===== src/rtl/fetch_pkg.sv =====
// Shared types and constants for the instruction fetch controller.
// Widths follow the instruction ROM and decode stage.
package fetch_pkg;

    localparam int AW   = 10;
    localparam int IW   = 9;
    localparam int OFFW = 8;
    localparam int CNTW = 16;

    typedef logic [AW-1:0]          addr_t;
    typedef logic [IW-1:0]          instr_t;
    typedef logic signed [OFFW-1:0] off_t;
    typedef logic [CNTW-1:0]        cnt_t;

    typedef enum logic [1:0] {
        S_IDLE,
        S_RUN,
        S_HALTED
    } state_t;

    localparam addr_t START_ADDR = '0;

    function automatic cnt_t sat_inc(input cnt_t c);
        return (&c) ? c : c + 1'b1;
    endfunction

endpackage


===== src/rtl/fetch_if.sv =====
// Control, ROM and decode-side signals of the fetch controller.
// master is the fetch controller, slave is ROM plus decode.
interface fetch_if;
    import fetch_pkg::*;

    logic   start;
    logic   halt;
    logic   stall;
    logic   branch_taken;
    off_t   branch_off;
    logic   jump_en;
    addr_t  jump_target;
    addr_t  inst_addr;
    instr_t inst_in;
    instr_t ir;
    addr_t  ir_pc;
    logic   ir_valid;
    logic   done;
    cnt_t   fetch_cnt;

    modport master (
        input  start, halt, stall,
        input  branch_taken, branch_off,
        input  jump_en, jump_target,
        input  inst_in,
        output inst_addr, ir, ir_pc,
        output ir_valid, done, fetch_cnt
    );

    modport slave (
        output start, halt, stall,
        output branch_taken, branch_off,
        output jump_en, jump_target,
        output inst_in,
        input  inst_addr, ir, ir_pc,
        input  ir_valid, done, fetch_cnt
    );

endinterface


===== src/rtl/fetch_pc_next.sv =====
// Next-PC selection while running: jump, relative branch or sequential.
// Redirects only count when the IR holds a live instruction.
module fetch_pc_next
    import fetch_pkg::*;
(
    input  addr_t pc,
    input  addr_t ir_pc,
    input  logic  ir_valid,
    input  logic  jump_en,
    input  addr_t jump_target,
    input  logic  branch_taken,
    input  off_t  branch_off,
    output addr_t pc_next,
    output logic  redirect
);

    addr_t off_ext;

    assign off_ext = {{(AW-OFFW){branch_off[OFFW-1]}}, branch_off};

    // Priority: jump over branch over sequential; adds wrap at 2**AW.
    always_comb begin
        pc_next  = pc + 1'b1;
        redirect = 1'b0;
        if (ir_valid && jump_en) begin
            pc_next  = jump_target;
            redirect = 1'b1;
        end else if (ir_valid && branch_taken) begin
            pc_next  = ir_pc + off_ext;
            redirect = 1'b1;
        end
    end

endmodule


===== src/rtl/fetch_ctrl.sv =====
// Instruction fetch controller: PC, ROM address, IR capture and run state.
// ROM read is combinational, so the word for pc is captured on the next edge.
module fetch_ctrl
    import fetch_pkg::*;
#(
    parameter addr_t START_ADDR = fetch_pkg::START_ADDR
)(
    input  logic clk,
    input  logic rst_n,
    fetch_if.master bus
);

    state_t state;
    addr_t  pc;
    addr_t  pc_next;
    logic   redirect;

    assign bus.inst_addr = pc;

    fetch_pc_next u_pc_next (
        .pc           (pc),
        .ir_pc        (bus.ir_pc),
        .ir_valid     (bus.ir_valid),
        .jump_en      (bus.jump_en),
        .jump_target  (bus.jump_target),
        .branch_taken (bus.branch_taken),
        .branch_off   (bus.branch_off),
        .pc_next      (pc_next),
        .redirect     (redirect)
    );

    // Run-state FSM with PC, IR and counter as registered outputs.
    always_ff @(posedge clk or negedge rst_n) begin
        if (!rst_n) begin
            state         <= S_IDLE;
            pc            <= START_ADDR;
            bus.ir        <= '0;
            bus.ir_pc     <= '0;
            bus.ir_valid  <= 1'b0;
            bus.done      <= 1'b0;
            bus.fetch_cnt <= '0;
        end else begin
            unique case (state)
                S_IDLE, S_HALTED: begin
                    bus.ir_valid <= 1'b0;
                    if (bus.start) begin
                        state         <= S_RUN;
                        pc            <= START_ADDR;
                        bus.fetch_cnt <= '0;
                        bus.done      <= 1'b0;
                    end
                end
                S_RUN: begin
                    if (bus.halt) begin
                        state        <= S_HALTED;
                        bus.done     <= 1'b1;
                        bus.ir_valid <= 1'b0;
                    end else if (!bus.stall) begin
                        pc <= pc_next;
                        if (redirect) begin
                            bus.ir_valid <= 1'b0;
                        end else begin
                            bus.ir        <= bus.inst_in;
                            bus.ir_pc     <= pc;
                            bus.ir_valid  <= 1'b1;
                            bus.fetch_cnt <= sat_inc(bus.fetch_cnt);
                        end
                    end
                end
                default: state <= S_IDLE;
            endcase
        end
    end

endmodule


===== src/flat_wrapper.sv =====
// flat-port wrapper written by rule: the top's interface ports become plain ports
module fetch_ctrl_flat import fetch_pkg::*;
#(
    parameter addr_t START_ADDR = fetch_pkg::START_ADDR
)
  (clk, rst_n, bus_start, bus_halt, bus_stall, bus_branch_taken, bus_branch_off, bus_jump_en, bus_jump_target, bus_inst_in, bus_inst_addr, bus_ir, bus_ir_pc, bus_ir_valid, bus_done, bus_fetch_cnt);
  fetch_if bus_i ();
  input  logic clk;
  input  logic rst_n;
  input wire logic [$bits(bus_i.start)-1:0] bus_start;
  input wire logic [$bits(bus_i.halt)-1:0] bus_halt;
  input wire logic [$bits(bus_i.stall)-1:0] bus_stall;
  input wire logic [$bits(bus_i.branch_taken)-1:0] bus_branch_taken;
  input wire logic [$bits(bus_i.branch_off)-1:0] bus_branch_off;
  input wire logic [$bits(bus_i.jump_en)-1:0] bus_jump_en;
  input wire logic [$bits(bus_i.jump_target)-1:0] bus_jump_target;
  input wire logic [$bits(bus_i.inst_in)-1:0] bus_inst_in;
  output wire logic [$bits(bus_i.inst_addr)-1:0] bus_inst_addr;
  output wire logic [$bits(bus_i.ir)-1:0] bus_ir;
  output wire logic [$bits(bus_i.ir_pc)-1:0] bus_ir_pc;
  output wire logic [$bits(bus_i.ir_valid)-1:0] bus_ir_valid;
  output wire logic [$bits(bus_i.done)-1:0] bus_done;
  output wire logic [$bits(bus_i.fetch_cnt)-1:0] bus_fetch_cnt;
  assign bus_i.start = bus_start;
  assign bus_i.halt = bus_halt;
  assign bus_i.stall = bus_stall;
  assign bus_i.branch_taken = bus_branch_taken;
  assign bus_i.branch_off = bus_branch_off;
  assign bus_i.jump_en = bus_jump_en;
  assign bus_i.jump_target = bus_jump_target;
  assign bus_i.inst_in = bus_inst_in;
  assign bus_inst_addr = bus_i.inst_addr;
  assign bus_ir = bus_i.ir;
  assign bus_ir_pc = bus_i.ir_pc;
  assign bus_ir_valid = bus_i.ir_valid;
  assign bus_done = bus_i.done;
  assign bus_fetch_cnt = bus_i.fetch_cnt;
  fetch_ctrl #(.START_ADDR(START_ADDR)) u_core (.clk(clk), .rst_n(rst_n), .bus(bus_i));
endmodule

===== config.mk =====
export PLATFORM = sky130hd
export DESIGN_NAME = fetch_ctrl_flat
export DESIGN_NICKNAME = d
export VERILOG_FILES = /design/src/rtl/fetch_pkg.sv /design/src/rtl/fetch_if.sv /design/src/rtl/fetch_pc_next.sv /design/src/rtl/fetch_ctrl.sv /design/src/flat_wrapper.sv
export SDC_FILE = /design/constraint.sdc
export NUM_CORES = 1
export LEC_CHECK = 0
export BUFFER_PORTS_ARGS = -buffer_cell sky130_fd_sc_hd__buf_2
export CORE_MARGIN = 4
export CORE_UTILIZATION = 57
export DETAILED_ROUTE_END_ITERATION = 8
export HOLD_SLACK_MARGIN = 0.12
export PLACE_DENSITY_LB_ADDON = 0.1
export SYNTH_ARGS = -nofsm -noshare
export SYNTH_HDL_FRONTEND = slang
export SYNTH_HIERARCHICAL = 1
export SYNTH_SLANG_ARGS = --single-unit

===== constraint.sdc =====
create_clock -name clk -period 5.51 [get_ports clk]
set_clock_uncertainty 0.05 [all_clocks]
set_input_delay 0.2755 -clock clk [delete_from_list [all_inputs] [get_ports clk]]
set_output_delay 0.2755 -clock clk [all_outputs]
set_load 0.05 [all_outputs]

# Yosys cells after proc, flatten, opt, wreduce, memory -nomap -nowiden
# Index checks and enable logic that the tools add are counted.
# word_totals
ff_bits,49
# op_classes
n_addsub,3
eq_ne,9
muxes,24
bitwise,3
reduce_logical,12
# ops
operator,n
$mux W16,5
$mux W10,5
$pmux W16 S2,1
$pmux W10 S2,1
$add A16 B1 Y16 const B,1
$reduce_and A16 Y1,1
$ne A2 B2 Y1 const B,6
$add A10 B1 Y10 const B,1
$add A10 B10 Y10,1
$reduce_and A4 Y1,2
$mux W1,7
$reduce_and A6 Y1,1
$mux W2,2
$pmux W1 S2,2
$pmux W2 S2,1
$reduce_and A2 Y1,2
$ne A3 B3 Y1 const B,1
$not A1 Y1,3
$reduce_and A3 Y1,1
$eq A2 B1 Y1 const B,1
$eq A2 B2 Y1 const B,1
$logic_and A1 B1 Y1,2
$logic_not A2 Y1,1
$reduce_bool A2 Y1,1
$reduce_or A2 Y1,1

# Depth between registers and ports, before layout
# logic_depth
depth_word,7
ltp_mapped,10

# Modules after synthesis
# Netlist, hierarchy kept.
# by_module_without_submodules
module,instances,cells_per_inst,area_per_inst_um2,seq_area_each_um2
fetch_ctrl,1,207,2284.7,1226.2
fetch_pc_next,1,107,723.2,0.0

# Worst setup path after synthesis
# OpenSTA, ideal clock, no wires.
# synth_path
path_kind,register to register
startpoint,register u_core.bus.ir_pc[0]
endpoint,"register u_core.pc[8], in the netlist u_core/bus.inst_addr[8]"
t_arrival_ns,2.353
required_time_ns,5.377
path_slack_ns,3.025
path_stages_with_launch,11
path_cell_list,dfrtp_1 -> ha_1 -> fa_1 -> a211oi_2 -> o21bai_1 -> a221oi_2 -> xnor2_1 -> mux2i_1 -> a21oi_1 -> nand3_1 -> o21ai_0
# synth_via
elab_chain_cells,6
# synth_lines
item,line,text
start: declaration,fetch_if.sv:26,"output inst_addr, ir, ir_pc,"
start signal: assignment,fetch_ctrl.sv:64,bus.ir_pc <= pc;
$add A10 B10 Y10,fetch_pc_next.sv:29,pc_next = ir_pc + off_ext;
$mux W10,fetch_pc_next.sv:28,end else if (ir_valid && branch_taken) begin
$mux W10,fetch_pc_next.sv:25,if (ir_valid && jump_en) begin
named net u_core.pc_next[8],fetch_ctrl.sv:15,addr_t pc_next;
$mux W10,fetch_ctrl.sv:58,end else if (!bus.stall) begin
$mux W10,fetch_ctrl.sv:54,if (bus.halt) begin
$pmux W10 S2,fetch_ctrl.sv:43,unique case (state)
end signal: assignment,fetch_ctrl.sv:59,pc <= pc_next;
end: declaration,fetch_ctrl.sv:14,addr_t pc;
# The timed path passes the listed nets, and every way through them passes these cells. The select of a mux whose other input is x is not followed.
# A chain may end at the register's enable or synchronous reset.

# Worst setup path in the final report
# layout_path
startpoint,register u_core.bus.ir_valid
endpoint,register u_core.bus.fetch_cnt[2]
# layout_via
elab_chain_cells,5
word_cells_on_any_way,6
cone_classes,1 x eq/ne; 2 x mux; 3 x reduce/logical
# layout_lines
item,line,text
start: declaration,fetch_if.sv:27,"output ir_valid, done, fetch_cnt"
start signal: assignment,fetch_ctrl.sv:39,bus.ir_valid <= 1'b0;
start signal: assignment,fetch_ctrl.sv:45,bus.ir_valid <= 1'b0;
start signal: assignment,fetch_ctrl.sv:57,bus.ir_valid <= 1'b0;
$logic_and A1 B1 Y1,fetch_pc_next.sv:28,
$mux W1,fetch_pc_next.sv:28,
$mux W1 *,fetch_pc_next.sv:25,
named net u_core.redirect,fetch_ctrl.sv:16,logic redirect;
$ne A2 B2 Y1 (no source line) *,-,
$reduce_and A6 Y1 (no source line) *,-,
end signal: assignment,fetch_ctrl.sv:66,bus.fetch_cnt <= sat_inc(bus.fetch_cnt);
end: declaration,fetch_if.sv:27,
# The timed path passes the listed nets; every way through them passes the cells marked *.

==> metrics list <==
- The signal on the critical path passes through nand2_1 -> nand2_1 -> nor4_4 -> nand2_1 -> o31ai_1.
* Highest Clock Rate: 0.358 GHz
- The critical path is of the reg -> reg type.
- Post-CTS repair changed the size of 0 cells.
- Number of buffers created by CTS: 5
- For this design the static power due to leakage is 1.74 nW.
* Maximum buffer depth of the clock tree: 2
- HPWL after detailed placement: 5.46 mm
- Reg clk slew, reported paths: 0.09 ns
* GP Congestion: 0.860
* Maximum number of pins on one net before global-route repair: 50
- In this run the tool buffered the top-level ports with 80 buffer cells.
* Finished Cell Area: about 3500 um^2
- Outcome: completed
- VDD sags by at most 0.290 mV.
- Of the synthesized area, sequential elements account for 0.408.
- The via count of the first global-routing pass came to 2597.
* Number of distinct library cells after synthesis: 49
* Die outline width: 80.6 um
- Worst path slowest cell: nor4_4
* Post-synthesis net count: 360
- The critical path starts at u_core/bus.ir_valid.
- Die Area: 6500 um^2
- Number of register bits inferred by synthesis: between 40 and 50
- Once detail routing completed, the nets flagged for antenna violations numbered 0.
- For this run, the slowest stage of the critical path takes 0.97 ns.
- Crit start category: register
- Transition at the pin with the smallest max-transition slack: 1.09 ns
* Detailed-routing iteration count for the pre-antenna-repair pass: 5
- Start of the worst register-to-register path: u_core/bus.ir_valid
- Of the cells placed in the final design, the portion with a size suffix greater than 1 is 0.293.
- Max-cap violations in this run came to 0.
* Commonest cells after routing, fill and taps aside: buf_2, dfrtp_1, nand3_1, nand2_1
- Per-instance average area after synthesis: 9.58 um^2
* Number of primary I/O pins: 81
- Of the available clock period, the critical path in the final layout requires 0.507.
- Number of design-rule violations left by the first detailed-router iteration: 270
- The root buffer cell chosen for the clock tree is clkbuf_8.
- Row cnt: 26
- Setup repair after global routing missed its margin: no
* Met3 routed wirelength: 417 um
- Insertion delay of the later-clocked pin in the worst-skew pair: about 0.3 ns
* Top flip-flop cell by instance count after synthesis: dfrtp_1
- Power density over the cells: a little over 400 nW/um^2
- In the final design database the tool counted 437 nets.
* Proportion of netlist area held by the largest area contributor: 0.408
* Main area contributors after synthesis: dfrtp_1, mux2_2, nand3_1
- Summed over all layers, the global routing overflow is 0.
- Counting I/O delays and the setup requirement, the final critical path takes 2.79 ns.
* Fin. max-slew vios: 0
- During synthesis, Yosys emitted a total of 6 warnings.
- Endpoints failing setup: 0
- Of all flip-flops after synthesis, the portion carrying an async set or reset was 1.00.
- In the final routing, the length of wire on met1 measures 3.12 mm.
- EDFF count, synth: 0
* Number of hold violations in the final report: 0
- Final wirelength: 7.43 mm
- Counting stages on the worst path, the most repeated cell is nand2_1.
* Residual DRC count: 0
- Vias per std cell: 5.85
- H-tree depth reported by CTS: 2
* Number of instances in the synthesized netlist: approximately 310
- Post-Syn Area: 3010 um^2
- CTS saw 49 sinks.
- After clock tree synthesis, the flow added hold-fix buffers numbering 0.
- Placement-stage cell area: 3450 um^2
- For this block, the via count after detailed routing is 2702.
* First-pass GRT wire length: 12.1 mm
* Data arrival time of the critical path: about 3.0 ns
- Area overhead of the layout relative to synthesis: 17.6%
- Remaining max-slew budget at the tightest pin: 0.270
- Initial antenna violation count: 0
- WL/cell: roughly 16 um
- In the global route stage, overall resource usage came out at 0.240.
- Summed over all failing endpoints, the final setup total negative slack is 0 ns.
- Summed over all nets, wire length on met2 after detailed routing comes to 3.80 mm.
* Filler-free cell count of the finished design: about 460
- After clock tree synthesis, the setup repair step added 0 buffers.
* Top cell type by total area after synthesis: dfrtp_1
- STA puts the critical path data required time at 5.67 ns.
- Path type of the worst min-delay path: in -> async
- Inst Count DP: 454
- Most common cell after layout, fill and taps aside: buf_2
- The worst setup path is captured at a register.
- Along the worst path, the maximum fanout reaches 18.
- The repair_antennas step left the layout with diodes totalling 0.
* Floorplan Core Area: 5110 um^2
- In this run the vertical extent of the chip is 80.6 um.
* Highest metal used: met4
- For this configuration, the core starts out at a cell density of 0.589.
- TritonCTS built the clock tree.
* Fill cells: 420
## worst max-delay path, delay by kind of cell, from the launching register on
kind,cells,cell delay [ns]
flip-flops,1,0.44
AND/OR/NAND/NOR,4,1.92
AO/OA/AOI/OAI,1,0.28
## sequential cells by signal, summed over array words and instances (netlist names)
signal / count
u_core/bus.ir_valid: 1
u_core/bus.ir: 9
u_core/bus.inst_addr: 10
u_core/bus.fetch_cnt: 16
u_core/state: 2
u_core/bus.ir_pc: 10
u_core/bus.done: 1
## cell usage after synthesis (3+ instances only)
cell type and instances:
mux2i_1 4, a21o_1 4, nand2_1 26, nor2b_1 3
and4_1 3, clkbuf_1 8, mux2_2 19, o21ai_0 12
xnor2_1 10, o211ai_1 7, o31ai_1 3, dfrtp_1 49
o21ai_1 3, o311ai_0 3, nand4_1 7, nand2b_1 4
ha_1 11, a21oi_1 16, o22ai_1 3, and3_1 3
nand3_1 30, a31oi_1 9, inv_1 17, o31a_1 4
nor2_1 19, xor2_1 6, or4_1 5
## cell type report
class / instances / area (um^2) / area share
multi-input cells: 237 / 1670 / 0.471
flip-flops and latches: 49 / 1230 / 0.347
repair buffers: 81 / 408 / 0.115
well taps: 70 / 87.6 / 0.0248
clock buffers: 7 / 76.3 / 0.0216
inverters: 17 / 63.8 / 0.0180
clock inverters: 1 / 7.51 / 0.00212
## stage by stage
step / setup WS [ns] / hold slack [ns] / power (mW) / util
2_1_floorplan: 3.02 / -0.0701 / 1.06 / -
3_3_place_gp: 2.90 / 0.435 / 1.23 / 0.676
3_5_place_dp: 2.76 / 0.441 / 1.24 / 0.676
4_1_cts: 2.71 / 0.126 / 1.46 / 0.692
5_1_grt: 2.49 / 0.132 / 1.53 / 0.692
6_report: 2.72 / 0.126 / 1.44 / 0.692
## power by group
part | switching [mW] | leakage, nW | internal, mW
sequential | 0.0789 | 0.654 | 0.441
combinational | 0.503 | 1.05 | 0.215
clock | 0.116 | 0.0385 | 0.0900
## logic make-up after synthesis
group | Yosys count | synth area share
mux | 23 | 0.0844
fa+ha+maj | 12 | 0.0524
flops | 49 | 0.408
compound gates | 77 | 0.178
buf+inv | 28 | 0.0383
xor+xnor | 16 | 0.0466
simple gates | 109 | 0.193
## worst paths after layout
path	cells after the start	to	slack (ns)
max	5	u_core/bus.fetch_cnt[2]	2.72
min	1	u_core/bus.ir[7]	0.13
max reg2reg	5	u_core/bus.fetch_cnt[2]	2.72
min reg2reg	1	u_core/bus.ir[3]	0.46
max in group asynchronous	1	u_core/bus.inst_addr[6]	4.61
min in group clk	2	u_core/bus.done	0.14
## layer usage
metal | global-route usage | vias to the layer above
met4 | 0.0726 | 0
met2 | 0.415 | 93
met5 | 0 | -
met3 | 0.0448 | 10
li1 | - | 1318
met1 | 0.305 | 1281
Note: power is estimated with default switching activity, not from simulation.
